## src/rtl/logic_unit_arbiter.sv

```systemverilog
// Four requesters share one WIDTH-bit NOT/AND/OR/XOR unit through a round-robin arbiter.
// The arbiter accepts one operation every three cycles and returns the result tagged with the requester ID.
module logic_unit_arbiter #(
  parameter int WIDTH = 8
) (
  input  logic               i_clk,
  input  logic               i_rst_n,
  input  logic [3:0]         i_req,
  input  logic [7:0]         i_req_op,
  input  logic [4*WIDTH-1:0] i_req_a,
  input  logic [4*WIDTH-1:0] i_req_b,
  output logic [3:0]         o_grant,
  output logic               o_rsp_valid,
  output logic [1:0]         o_rsp_id,
  output logic [WIDTH-1:0]   o_rsp_data,
  output logic               o_busy
);

  typedef enum logic [1:0] {
    S_IDLE,
    S_EXEC,
    S_RESP
  } state_t;

  state_t           r_state;
  logic [1:0]       r_last;
  logic [1:0]       r_id;
  logic [1:0]       r_op;
  logic [WIDTH-1:0] r_a;
  logic [WIDTH-1:0] r_b;

  logic [1:0]       w_winner;
  logic [1:0]       w_cand;
  logic             w_found;
  logic [WIDTH-1:0] w_result;

  // Search last+1 .. last+4 (wrapping); the offset of 4 lands back on last itself.
  always_comb begin
    w_winner = r_last;
    w_cand   = r_last;
    w_found  = 1'b0;
    for (int k = 1; k <= 4; k++) begin
      w_cand = r_last + 2'(k);
      if (!w_found && i_req[w_cand]) begin
        w_winner = w_cand;
        w_found  = 1'b1;
      end
    end
  end

  always_comb begin
    w_result = '0;
    case (r_op)
      2'b00:   w_result = ~r_a;
      2'b01:   w_result = r_a & r_b;
      2'b10:   w_result = r_a | r_b;
      default: w_result = r_a ^ r_b;
    endcase
  end

  always_ff @(posedge i_clk or negedge i_rst_n) begin
    if (!i_rst_n) begin
      r_state     <= S_IDLE;
      r_last      <= 2'd3;
      r_id        <= '0;
      r_op        <= '0;
      r_a         <= '0;
      r_b         <= '0;
      o_grant     <= '0;
      o_rsp_valid <= 1'b0;
      o_rsp_id    <= '0;
      o_rsp_data  <= '0;
      o_busy      <= 1'b0;
    end else begin
      case (r_state)
        S_IDLE: begin
          o_rsp_valid <= 1'b0;
          if (|i_req) begin
            r_id    <= w_winner;
            r_op    <= i_req_op[2*w_winner +: 2];
            r_a     <= i_req_a[WIDTH*w_winner +: WIDTH];
            r_b     <= i_req_b[WIDTH*w_winner +: WIDTH];
            o_grant <= 4'b0001 << w_winner;
            o_busy  <= 1'b1;
            r_state <= S_EXEC;
          end else begin
            o_grant <= '0;
            o_busy  <= 1'b0;
          end
        end
        S_EXEC: begin
          o_grant     <= '0;
          o_rsp_valid <= 1'b1;
          o_rsp_id    <= r_id;
          o_rsp_data  <= w_result;
          r_last      <= r_id;
          r_state     <= S_RESP;
        end
        S_RESP: begin
          o_rsp_valid <= 1'b0;
          o_busy      <= 1'b0;
          r_state     <= S_IDLE;
        end
        default: begin
          o_grant     <= '0;
          o_rsp_valid <= 1'b0;
          o_busy      <= 1'b0;
          r_state     <= S_IDLE;
        end
      endcase
    end
  end

endmodule

```

## config.mk

```make
export PLATFORM = sky130hd
export DESIGN_NAME = logic_unit_arbiter
export DESIGN_NICKNAME = d
export VERILOG_FILES = /design/src/rtl/logic_unit_arbiter.sv
export SDC_FILE = /design/constraint.sdc
export NUM_CORES = 1
export LEC_CHECK = 0
export CAP_MARGIN = 15
export CORE_ASPECT_RATIO = 1.5
export CORE_MARGIN = 2
export CORE_UTILIZATION = 40
export DETAILED_ROUTE_END_ITERATION = 10
export GPL_TIMING_DRIVEN = 0
export MAX_ROUTING_LAYER = met4
export PLACE_DENSITY = 0.77
export RECOVER_POWER = 50
export SETUP_SLACK_MARGIN = 0.02
export SYNTH_ARGS = -nofsm -noshare
export SYNTH_HDL_FRONTEND = slang
export SYNTH_SLANG_ARGS = --single-unit
export TNS_END_PERCENT = 10
```

## constraint.sdc

```tcl
create_clock -name i_clk -period 1.6 [get_ports i_clk]
set_input_delay 0.16 -clock i_clk [delete_from_list [all_inputs] [get_ports i_clk]]
set_output_delay 0.16 -clock i_clk [all_outputs]
set_load 0.005 [all_outputs]
```

Word-level counts from Yosys, hierarchy flattened. Index checks and enable logic that the tools add are counted.

Reduce and logical (&&, ||, !) cells: 10. $lt $le $gt $ge: 4. Shifts and indexed selects: 4. Muxes and demuxes: 23. Add/subtract/negate cells: 3. Bitwise operators: 4. Eq/ne operators: 5.

Operators by type and width (count): $shiftx 32x6->8 (2); $pmux 8 s3 (1); $lt 2x3->1 const B (4); $mux 2 (5); $mux 1 (9); $and 8x8->8 (1); $bmux 1 s2 (4); $not 8->8 (1); $or 8x8->8 (1); $pmux 4 s2 (1); $shiftx 8x4->2 (1); $xor 8x8->8 (1); $add 2x2->2 const B (2); $eq 2x1->1 const B (2); $eq 2x2->1 const B (2); $logic_not 2->1 (2); $mux 4 (1); $pmux 2 s2 (1); $reduce_or 4->1 (1); $shl 1x2->4 const A (1); $logic_and 1x1->1 (3); $logic_not 1->1 (3); $add 2x1->2 const B (1); $ne 2x2->1 const B (1); other kinds (2) (2).

Logic and storage cells: 64. Register bits after elaboration: 40. Output and inout port bits: 16. Bits of input ports: 78.

Longest topological paths before layout. Gate-level depths: netlist of run 1.

Word-level depth: 16. Gate-level depth with buffers: 7. Mapped depth without buffers: 6.

Worst setup path before layout of run 1. No wires, ideal clock.

Path kind: register -> register. From: reg r_last[1]. To: reg r_a[4]. Path slack: -14 ps. Library setup time: 143 ps. Path buffers: 2. Arrival time: 1471 ps. Period minus slack after synthesis: 1614 ps. Data required time: 1457 ps. Stages on the path, launching flop included: 7. Path through: dfstp_2 > mux2i_1 > o221ai_2 > buf_6 > buf_6 > mux2i_1 > o221ai_1.

Cells in the longest elaborated chain, start to end: 14. Elaborated cells on any way between the ends: 25. Classes of those cells: add/sub: 3; shift: 1; mux: 15; reduce/logical: 6.

Ends and longest elaborated chain: from (decl) (RTL line 26) `logic [1:0] r_last;`; from (signal assigned) (RTL line 96) `r_last <= r_id;`; $add 2x1->2 (RTL line 43) `w_cand = r_last + 2'(k);`; $bmux 1 s2 (RTL line 44) `if (!w_found && i_req[w_cand]) begin`; $mux 1 (not written as such) (RTL line 44); $mux 1 (RTL line 44); $logic_not 1->1 (RTL line 44); $logic_and 1x1->1 (RTL line 44); $mux 1 (RTL line 44); $logic_not 1->1 (RTL line 44); $logic_and 1x1->1 (RTL line 44); $mux 1 (RTL line 44); $logic_not 1->1 (RTL line 44); $logic_and 1x1->1 (RTL line 44); $mux 2 (*) (RTL line 44); $shiftx 32x6->8 (*) (RTL line 81) `r_a <= i_req_a[WIDTH*w_winner +: WIDTH];`; to (signal assigned) (RTL line 81); to (decl) (RTL line 29) `logic [WIDTH-1:0] r_a;`.

Mark *: on every way between the ends. The rest lies on a longest branch, timed or not. The select of a mux whose other input is x is not followed. A chain may end at the register's enable or synchronous reset.

Worst setup path in the final report of run 1.
From: reg r_last[0]. To: reg r_a[2].

The elaborated chain is that of the path after synthesis.

==> report_table.html, run 1 <==
<table>
<tr><th>Metric</th><th>Value</th></tr>
<tr><th colspan="2">Status</th></tr>
<tr><td>Outcome</td><td>complete, but fails checks</td></tr>
<tr><td>Violations in the final reports</td><td>setup timing</td></tr>
<tr><th colspan="2">Timing</th></tr>
<tr><td>Highest clock rate</td><td>around 0.56 GHz</td></tr>
<tr><td>Final setup fails</td><td>20</td></tr>
<tr><td>Actual transition at the worst max-transition pin</td><td>~1 ns</td></tr>
<tr><td>Tightest slew margin relative to the limit</td><td>33.4%</td></tr>
<tr><td>Worst hold slack</td><td>0.0142 ns</td></tr>
<tr><td>Final Critical Period</td><td>1.79 ns</td></tr>
<tr><td>Setup repair after global routing missed its margin</td><td>yes</td></tr>
<tr><td>Number of max-slew violations in the final report</td><td>0</td></tr>
<tr><td>Worst setup margin</td><td>-0.191 ns</td></tr>
<tr><td>Final clock skew</td><td>0.00732 ns</td></tr>
<tr><td>Post-route clock period utilization</td><td>112%</td></tr>
<tr><td>Final Hold Fails</td><td>0</td></tr>
<tr><th colspan="2">Synth</th></tr>
<tr><td>Mapped cell area</td><td>2450 sq um</td></tr>
<tr><td>Post-synthesis instance total</td><td>249</td></tr>
<tr><td>Flip-flop and latch count after synthesis</td><td>40</td></tr>
<tr><td>Ys Warns</td><td>0</td></tr>
<tr><td>Portion of the post-synthesis area used by sequential elements</td><td>about two fifths</td></tr>
<tr><td>Average instance area after synthesis</td><td>between 9 and 10 sq um</td></tr>
<tr><td>Synthesized net count</td><td>approximately 340</td></tr>
<tr><td>Count of unique library cells instantiated by Yosys</td><td>27</td></tr>
<tr><th colspan="2">Place</th></tr>
<tr><td>I/O Buffers</td><td>between 90 and 100</td></tr>
<tr><td>Routability congestion estimate</td><td>0.814</td></tr>
<tr><td>HPWL after detailed placement</td><td>4830 microns</td></tr>
<tr><td>Pre-CTS setup slack</td><td>-0.589 ns</td></tr>
<tr><th colspan="2">Floorplan</th></tr>
<tr><td>Initial Util</td><td>a little over two fifths</td></tr>
<tr><td>Row count</td><td>34</td></tr>
<tr><td>Total die area</td><td>6780 sq um</td></tr>
<tr><td>Width of the die</td><td>just under 70 microns</td></tr>
<tr><td>Placeable Area</td><td>5870 sq um</td></tr>
<tr><td>Die Ht</td><td>99.8 microns</td></tr>
<tr><td>I/O Pins</td><td>94</td></tr>
<tr><th colspan="2">Setup path</th></tr>
<tr><td>Crit-path max cell delay</td><td>0.58 ns</td></tr>
<tr><td>Critical-path top delay cell</td><td>dfstp_2</td></tr>
<tr><td>Worst path cell trace</td><td>a22oi_2 -&gt; o221ai_2 -&gt; buf_4 -&gt; mux2i_1 -&gt; o221ai_1</td></tr>
<tr><td>CP required</td><td>1.76 ns</td></tr>
<tr><td>Category of the worst setup path capture point</td><td>flip-flop</td></tr>
<tr><td>Arrival time at the worst endpoint</td><td>about 2.0 ns</td></tr>
<tr><td>FF-to-FF setup slack</td><td>-0.19 ns</td></tr>
<tr><td>Reg2Reg Capture Point</td><td>r_a[2]$_DFFE_PN0P_</td></tr>
<tr><td>Launch point of the worst path</td><td>r_last[0]$_DFFE_PN1P_</td></tr>
<tr><td>Kind of start point of the critical path</td><td>flip-flop</td></tr>
<tr><td>Capturing element of the worst setup path</td><td>r_a[2]$_DFFE_PN0P_</td></tr>
<tr><td>Reg2reg path depth</td><td>5</td></tr>
<tr><td>Startpoint-to-endpoint class of the critical path</td><td>flip-flop to flip-flop</td></tr>
<tr><td>Largest fanout on the critical path</td><td>10</td></tr>
<tr><td>FF-to-FF Start</td><td>r_last[0]$_DFFE_PN1P_</td></tr>
<tr><th colspan="2">Power and ir drop</th></tr>
<tr><td>Worst voltage drop across the vdd grid</td><td>1.01 mV</td></tr>
<tr><td>Register share of total power</td><td>30.3%</td></tr>
<tr><td>P_sw</td><td>2.46 mW</td></tr>
<tr><td>Leakage component of the power</td><td>1.74 nW</td></tr>
<tr><td>Power density over the cells</td><td>1720 nW/um^2</td></tr>
<tr><td>Internal cell power</td><td>3.87 mW</td></tr>
<tr><td>Proportion of power drawn by combinational gates</td><td>a little under three fifths</td></tr>
<tr><td>Power share of the clock group</td><td>13.0%</td></tr>
<tr><td>Proportion of total power due to net switching</td><td>between 30% and 40%</td></tr>
<tr><th colspan="2">CTS</th></tr>
<tr><td>Clk Tree Root Cell</td><td>clkbuf_8</td></tr>
<tr><td>Clock sink count</td><td>40</td></tr>
<tr><td>Maximum buffer depth of the clock tree</td><td>2</td></tr>
<tr><td>Number of buffers added to fix hold violations after cts</td><td>0</td></tr>
<tr><td>Source-to-sink clock delay at the later pin of the worst-skew pair</td><td>0.30 ns</td></tr>
<tr><td>Clk slew on worst S/H paths</td><td>0.08 ns</td></tr>
<tr><td>H-tree lvl count</td><td>2</td></tr>
<tr><td>TritonCTS buffer count</td><td>5</td></tr>
<tr><td>Clock tree from TritonCTS</td><td>done</td></tr>
<tr><th colspan="2">Cells and area</th></tr>
<tr><td>Fraction of final layout cells with drive strength greater than 1</td><td>12.1%</td></tr>
<tr><td>Final nets</td><td>~450</td></tr>
<tr><td>Sequential Area</td><td>1000 sq um</td></tr>
<tr><td>Number of inserted filler cells in the final layout</td><td>505</td></tr>
<tr><td>Area added between synthesis and finish</td><td>50.2%</td></tr>
<tr><td>Area used by multi-input combinational logic</td><td>roughly 1300 sq um</td></tr>
<tr><td>Antenna fix cells</td><td>0</td></tr>
<tr><th colspan="2">Global route</th></tr>
<tr><td>Global-route wire length before repair</td><td>around 11,000 microns</td></tr>
<tr><td>Overall fraction of global-route tracks in use</td><td>21.2%</td></tr>
<tr><td>Grt total ovfl</td><td>0</td></tr>
<tr><td>Vias in the first global route</td><td>2,333</td></tr>
<tr><td>Antenna violations before repair</td><td>0</td></tr>
<tr><td>Largest net degree at the start of global routing</td><td>41</td></tr>
<tr><th colspan="2">Drt</th></tr>
<tr><td>Number of remaining DRC errors</td><td>0</td></tr>
<tr><td>Drt pass-1 iters</td><td>4</td></tr>
<tr><td>Residual antenna-violating net count after detailed routing</td><td>0</td></tr>
<tr><td>Detailed-route wire length</td><td>6400 microns</td></tr>
<tr><td>Routed wire per std cell</td><td>15.0 microns</td></tr>
<tr><td>Number of design-rule violations left by the first detailed-router iteration</td><td>80</td></tr>
<tr><td>Routed via count divided by cell count</td><td>a little over 5</td></tr>
<tr><td>Via count</td><td>2,197</td></tr>
<tr><th colspan="2">Job</th></tr>
<tr><td>Max capacitance violation total</td><td>0</td></tr>
<tr><th colspan="2">Hold path</th></tr>
<tr><td>Type of the worst min-delay path</td><td>primary input to async pin</td></tr>
</table>
==> cell usage after synthesis <==
cell type	n	share of area, %
o221ai_1	18	6.4
buf_6	2	0.92
buf_2	3	0.61
mux4_2	6	5.5
nand3_1	1	0.20
o21ai_0	9	1.8
or3_1	1	0.26
o211ai_1	2	0.61
nand2_1	60	9.2
buf_4	1	0.31
dfrtp_1	38	39
a211oi_1	1	0.31
a21oi_1	1	0.20
dfstp_2	2	2.1
inv_2	2	0.31
mux2i_1	37	15
o221ai_2	1	0.61
ha_1	16	8.2
or2_2	1	0.26
nor4_1	1	0.26
nand2b_1	3	0.77
nor2b_1	1	0.26
clkbuf_1	9	1.4
nor2_1	1	0.15
o21ai_1	5	1.0
inv_1	26	4.0
a22oi_1	1	0.31
==> logic make-up after synthesis <==
family	after synthesis	share of synthesized area, %
AOI/OAI and AO/OA	38	11.3
adders and majority gates	16	8.18
buffers and inverters	43	7.51
DFF	40	41.0
muxes	43	20.6
and+or+nand+nor	69	11.3
==> worst max-delay path, delay by kind of cell (launching register included) <==
kind                   cells  cell delay [ns]
AO/OA/AOI/OAI              3             0.54
buffers and inverters      1             0.30
flip-flops                 1             0.58
multiplexers               1             0.24
==> power groups by stage <==
| stage | logic [mW] | clock network, mW | registers, mW |
|---|---|---|---|
| 2_1_floorplan | 2.19 | 0 | 1.86 |
| 3_3_place_gp | 3.25 | 0 | 1.91 |
| 3_5_place_dp | 3.35 | 0 | 1.94 |
| 4_1_cts | 3.52 | 0.826 | 1.92 |
| 5_1_grt | 3.99 | 0.872 | 2.00 |
| 6_report | 3.60 | 0.822 | 1.92 |
==> how the worst min path moves through the flow <==
stage / cells past startpoint / slack (ns) / from / to
2_1_floorplan: 0 / -0.14 / i_rst_n / o_busy$_DFFE_PN0N_
3_5_place_dp: 1 / 0.32 / i_rst_n / r_b[7]$_DFFE_PN0P_
4_1_cts: 1 / 0.005 / i_rst_n / r_b[1]$_DFFE_PN0P_
6_report: 1 / 0.01 / i_rst_n / r_a[6]$_DFFE_PN0P_
3_3_place_gp: 2 / 0.46 / o_rsp_id[0]$_DFFE_PN0P_ / o_rsp_id[0]$_DFFE_PN0P_
5_1_grt: 1 / 0.09 / i_rst_n / r_a[6]$_DFFE_PN0P_
==> through the flow <==
step / cell area [sq um] / total power, mW / setup TNS, ns / utilization, % / instances
global route: 3680 / 6.86 / -4.58 / 62.6 / 427
detailed placement: 3470 / 5.29 / -12.42 / 59.1 / 414
floorplan: 2450 / 4.04 / 0 / - / 249
CTS: 3640 / 6.27 / -2.42 / 62.0 / 426
global placement: 3480 / 5.15 / -33.72 / 59.2 / 414
finish: 3680 / 6.34 / -2.77 / 62.6 / 427
==> registers in the layout, summed over array words and instances (netlist names), 2 cells and up <==
signal	count
r_b	8
o_rsp_data	8
o_grant	4
r_a	8
r_op	2
o_rsp_id	2
r_last	2
r_id	2
r_state	2
==> cell type report <==
cell class	instances	share of cell area (%)
multi-input combinational	166	34.9
sequential	40	27.3
timing repair buffer	98	26.3
buffer	15	3.23
inverter	28	2.86
tap	72	2.45
clock buffer	6	1.97
clock inverter	2	0.953
==> cells in the final DEF, fill, tap and decap left out <==
cell,n
clkdlybuf4s50_1,92
nand2_1,60
dfrtp_1,38
mux2i_1,35
inv_1,25
o221ai_1,17
ha_1,16
o21ai_0,9
clkbuf_8,7
mux4_2,6
o21ai_1,5
buf_4,5
clkbuf_1,4
clkbuf_2,4
nand2b_1,3
buf_2,3
inv_2,3
buf_6,3
mux2i_2,2
o221ai_2,2
o211ai_1,2
dfstp_2,2
a22oi_2,1
nand3_1,1
buf_12,1
nor2_1,1
or2_2,1
a21oi_1,1
a211oi_2,1
nor4_1,1
or3_1,1
nor2b_1,1
clkinv_2,1
bufinv_16,1
==> timing repair <==
action                     CTS  global route
setup buffers                4             1
cloned                       0             0
pin swaps                    0             3
resized for setup            9            12
setup endpoints to repair   24            26
==> routing by layer <==
metal / up-vias / GRT usage (%) / routed length (microns)
li1: 1067 / - / -
met1: 1043 / 23.5 / 2320
met2: 69 / 36.7 / 3590
met3: 18 / 2.91 / 259
met4: 0 / 10.2 / 220
met5: - / - / 0
Power figures use the tool's default switching activity.
==> run 2: changes to the inputs <==
TNS_END_PERCENT = 5   (was 10)
==> run 2 against run 1 <==
The run still ends with setup timing left. Count of clock-buffer cells in the layout did not move. Clock power barely moved. First-iteration DRC count fell by 6.3%. Via count rose by 1.2%. Power rose by 0.63%. Critical endpoint unchanged.
==> report_table.html, run 2 (synthesized netlist as in run 1, its figures left out) <==
<table>
<tr><th>Metric</th><th>Value</th></tr>
<tr><th colspan="2">Drt</th></tr>
<tr><td>Detailed-route wire length</td><td>6400 microns (about the same)</td></tr>
<tr><td>Via count</td><td>2,224 (+1.2%)</td></tr>
<tr><td>Drt pass-1 iters</td><td>5 (+1)</td></tr>
<tr><td>Residual antenna-violating net count after detailed routing</td><td>0 (unchanged)</td></tr>
<tr><td>Number of remaining DRC errors</td><td>0 (unchanged)</td></tr>
<tr><td>Routed via count divided by cell count</td><td>5.21 (+1.2%)</td></tr>
<tr><td>Routed wire per std cell</td><td>15.0 microns (about the same)</td></tr>
<tr><td>Number of design-rule violations left by the first detailed-router iteration</td><td>75 (-6.3%)</td></tr>
<tr><th colspan="2">Setup path</th></tr>
<tr><td>Arrival time at the worst endpoint</td><td>1.95 ns (about the same)</td></tr>
<tr><td>CP required</td><td>1.76 ns (about the same)</td></tr>
<tr><td>Category of the worst setup path capture point</td><td>flip-flop</td></tr>
<tr><td>Startpoint-to-endpoint class of the critical path</td><td>flip-flop to flip-flop</td></tr>
<tr><td>Largest fanout on the critical path</td><td>10 (unchanged)</td></tr>
<tr><td>Kind of start point of the critical path</td><td>flip-flop</td></tr>
<tr><th colspan="2">Global route</th></tr>
<tr><td>Met3 usage</td><td>2.91% (unchanged)</td></tr>
<tr><td>Grt total ovfl</td><td>0 (unchanged)</td></tr>
<tr><td>Largest net degree at the start of global routing</td><td>41 (unchanged)</td></tr>
<tr><td>Global routing's busiest layer</td><td>met2</td></tr>
<tr><td>Global-route wire length before repair</td><td>10,500 microns (about the same)</td></tr>
<tr><td>Global-route met2 utilization</td><td>36.7% (-0.075 points)</td></tr>
<tr><td>Vias in the first global route</td><td>2,334 (+0.043%)</td></tr>
<tr><td>Overall fraction of global-route tracks in use</td><td>21.2% (-0.024 points)</td></tr>
<tr><td>Met1 layer usage reported by global route</td><td>23.5% (unchanged)</td></tr>
<tr><td>Antenna violations before repair</td><td>0 (unchanged)</td></tr>
<tr><th colspan="2">CTS</th></tr>
<tr><td>Number of buffers added to fix hold violations after cts</td><td>0 (unchanged)</td></tr>
<tr><td>Maximum buffer depth of the clock tree</td><td>2 (unchanged)</td></tr>
<tr><td>H-tree lvl count</td><td>2 (unchanged)</td></tr>
<tr><td>TritonCTS buffer count</td><td>5 (unchanged)</td></tr>
<tr><td>Clock tree from TritonCTS</td><td>done</td></tr>
<tr><td>Clk Tree Root Cell</td><td>clkbuf_8</td></tr>
<tr><td>Source-to-sink clock delay at the later pin of the worst-skew pair</td><td>0.29 ns (about the same)</td></tr>
<tr><td>Clock sink count</td><td>40 (unchanged)</td></tr>
<tr><td>Clk slew on worst S/H paths</td><td>0.08 ns (about the same)</td></tr>
<tr><th colspan="2">Timing</th></tr>
<tr><td>Final setup fails</td><td>18 (-10%)</td></tr>
<tr><td>Setup repair after global routing missed its margin</td><td>yes</td></tr>
<tr><td>Final Hold Fails</td><td>0 (unchanged)</td></tr>
<tr><td>Post-route clock period utilization</td><td>112% (-0.21 points)</td></tr>
<tr><td>Final clock skew</td><td>0.00593 ns (-0.00139 ns)</td></tr>
<tr><td>Tightest slew margin relative to the limit</td><td>34.3% (+0.90 points)</td></tr>
<tr><td>Worst setup margin</td><td>-0.187 ns (+0.00335 ns)</td></tr>
<tr><td>Actual transition at the worst max-transition pin</td><td>0.985 ns (-0.0135 ns)</td></tr>
<tr><td>Final Critical Period</td><td>1.79 ns (-0.00335 ns)</td></tr>
<tr><td>Highest clock rate</td><td>0.559 GHz (+0.19%)</td></tr>
<tr><td>Number of max-slew violations in the final report</td><td>0 (unchanged)</td></tr>
<tr><th colspan="2">Power and ir drop</th></tr>
<tr><td>Internal cell power</td><td>3.89 mW (+0.30%)</td></tr>
<tr><td>Power consumption</td><td>6.38 mW (+0.63%)</td></tr>
<tr><td>Worst voltage drop across the vdd grid</td><td>1.02 mV (+1.1%)</td></tr>
<tr><td>Proportion of power drawn by combinational gates</td><td>57.0% (+0.3 points)</td></tr>
<tr><td>Leakage component of the power</td><td>1.74 nW (+0.17%)</td></tr>
<tr><td>P_sw</td><td>2.49 mW (+1.1%)</td></tr>
<tr><td>Power density over the cells</td><td>1730 nW/um^2 (+0.29%)</td></tr>
<tr><td>Register share of total power</td><td>30.1% (-0.2 points)</td></tr>
<tr><td>Power share of the clock group</td><td>12.9% (about the same)</td></tr>
<tr><td>Proportion of total power due to net switching</td><td>39.1% (+0.20 points)</td></tr>
<tr><th colspan="2">Floorplan</th></tr>
<tr><td>Initial Util</td><td>41.7% (unchanged)</td></tr>
<tr><td>Width of the die</td><td>67.9 microns (unchanged)</td></tr>
<tr><td>I/O Pins</td><td>94 (unchanged)</td></tr>
<tr><td>Placeable Area</td><td>5870 sq um (unchanged)</td></tr>
<tr><td>Row count</td><td>34 (unchanged)</td></tr>
<tr><td>Total die area</td><td>6780 sq um (unchanged)</td></tr>
<tr><td>Die Ht</td><td>99.8 microns (unchanged)</td></tr>
<tr><th colspan="2">Job</th></tr>
<tr><td>Max capacitance violation total</td><td>0 (unchanged)</td></tr>
<tr><th colspan="2">Place</th></tr>
<tr><td>Pre-CTS setup slack</td><td>-0.589 ns (unchanged)</td></tr>
<tr><td>I/O Buffers</td><td>93 (unchanged)</td></tr>
<tr><td>Cell area after placement</td><td>3470 sq um (unchanged)</td></tr>
<tr><td>Routability congestion estimate</td><td>0.814 (unchanged)</td></tr>
<tr><td>Total placed cells including tap cells</td><td>414 (unchanged)</td></tr>
<tr><td>HPWL after detailed placement</td><td>4830 microns (unchanged)</td></tr>
<tr><th colspan="2">Cells and area</th></tr>
<tr><td>Antenna fix cells</td><td>0 (unchanged)</td></tr>
<tr><td>Final nets</td><td>448 (unchanged)</td></tr>
<tr><td>Area added between synthesis and finish</td><td>50.7%</td></tr>
<tr><td>Most frequent standard cell in the layout excluding fill and tap cells</td><td>clkdlybuf4s50_1</td></tr>
<tr><td>Fraction of final layout cells with drive strength greater than 1</td><td>12.7% (+0.56 points)</td></tr>
<tr><td>Commonest cells after routing, fill and taps aside</td><td>clkdlybuf4s50_1, nand2_1, dfrtp_1</td></tr>
<tr><td>Finished Layout Cells</td><td>427 (unchanged)</td></tr>
<tr><td>Finished Cell Area</td><td>3690 sq um (+0.34%)</td></tr>
<tr><td>Fin util</td><td>62.9% (+0.21 points)</td></tr>
<tr><td>Largest registers ranked by flip-flop count</td><td>o_rsp_data (8), r_a (8), r_b (8)</td></tr>
<tr><th colspan="2">Status</th></tr>
<tr><td>Outcome</td><td>complete, but fails checks</td></tr>
<tr><td>Violations in the final reports</td><td>setup timing</td></tr>
<tr><th colspan="2">Hold path</th></tr>
<tr><td>Type of the worst min-delay path</td><td>primary input to async pin</td></tr>
</table>
## run 2: changes by cell type in the layout (fill, tap and decap cells not counted), sizes merged
| cell | delta |
|---|---|
| clkinv | +1 |
| inv | -1 |
## run 2: cell type report
class,count,area (sq um)
buffer,15,119
clock buffer,6,72.6
clock inverter,2,35.0
fill,505,2180
inverter,28,110
multi-input combinational,166,1290
sequential,40,1000
tap,72,90.1
timing repair buffer,98,967
## run 2: timing repair
action	CTS	global route
cloned	0	0
pin swaps	0	4
setup endpoints to repair	24	26
setup buffers	4	1
gates resized for setup	8	17
## run 2: stage by stage
step           TNS (ns)  hold WS (ns)
2_1_floorplan         0        -0.136
3_3_place_gp     -33.72         0.459
3_5_place_dp     -12.42         0.322
4_1_cts           -2.42       0.00497
5_1_grt           -4.57        0.0894
6_report          -2.74        0.0138
## run 2: worst max-delay path: stages (launching register included)
cell and delay (ns):
dfstp_2 0.58, a22oi_2 0.09, o221ai_2 0.30, buf_4 0.30, mux2i_1 0.24, o221ai_1 0.15
## run 2: final timing paths
kind | startpoint | to | slack [ns] | cells after the start
max in group asynchronous | i_rst_n | o_rsp_id[1]$_DFFE_PN0P_ | 0.98 | 1
hold reg to reg | o_rsp_id[1]$_DFFE_PN0P_ | o_rsp_id[1]$_DFFE_PN0P_ | 0.48 | 2
min in group i_clk | o_rsp_id[1]$_DFFE_PN0P_ | o_rsp_id[1]$_DFFE_PN0P_ | 0.48 | 2
setup reg to reg | r_last[0]$_DFFE_PN1P_ | r_a[2]$_DFFE_PN0P_ | -0.19 | 5
setup / recovery | r_last[0]$_DFFE_PN1P_ | r_a[2]$_DFFE_PN0P_ | -0.19 | 5
hold / removal | i_rst_n | r_a[6]$_DFFE_PN0P_ | 0.01 | 1
## run 2: power by group through the flow
| stage | clock (mW) | combinational [mW] | sequential [mW] |
|---|---|---|---|
| final | 0.820 | 3.64 | 1.92 |
| after global routing | 0.872 | 4.03 | 2.00 |
| after global placement | 0 | 3.25 | 1.91 |
| after detailed placement | 0 | 3.35 | 1.94 |
| after floorplan | 0 | 2.19 | 1.86 |
| after CTS | 0.826 | 3.51 | 1.92 |
## run 2: layer usage
metal	part of all wire, %	up-vias
met2	55	88
li1	-	1069
met3	4.8	24
met1	36	1043
met5	0	-
met4	3.9	0
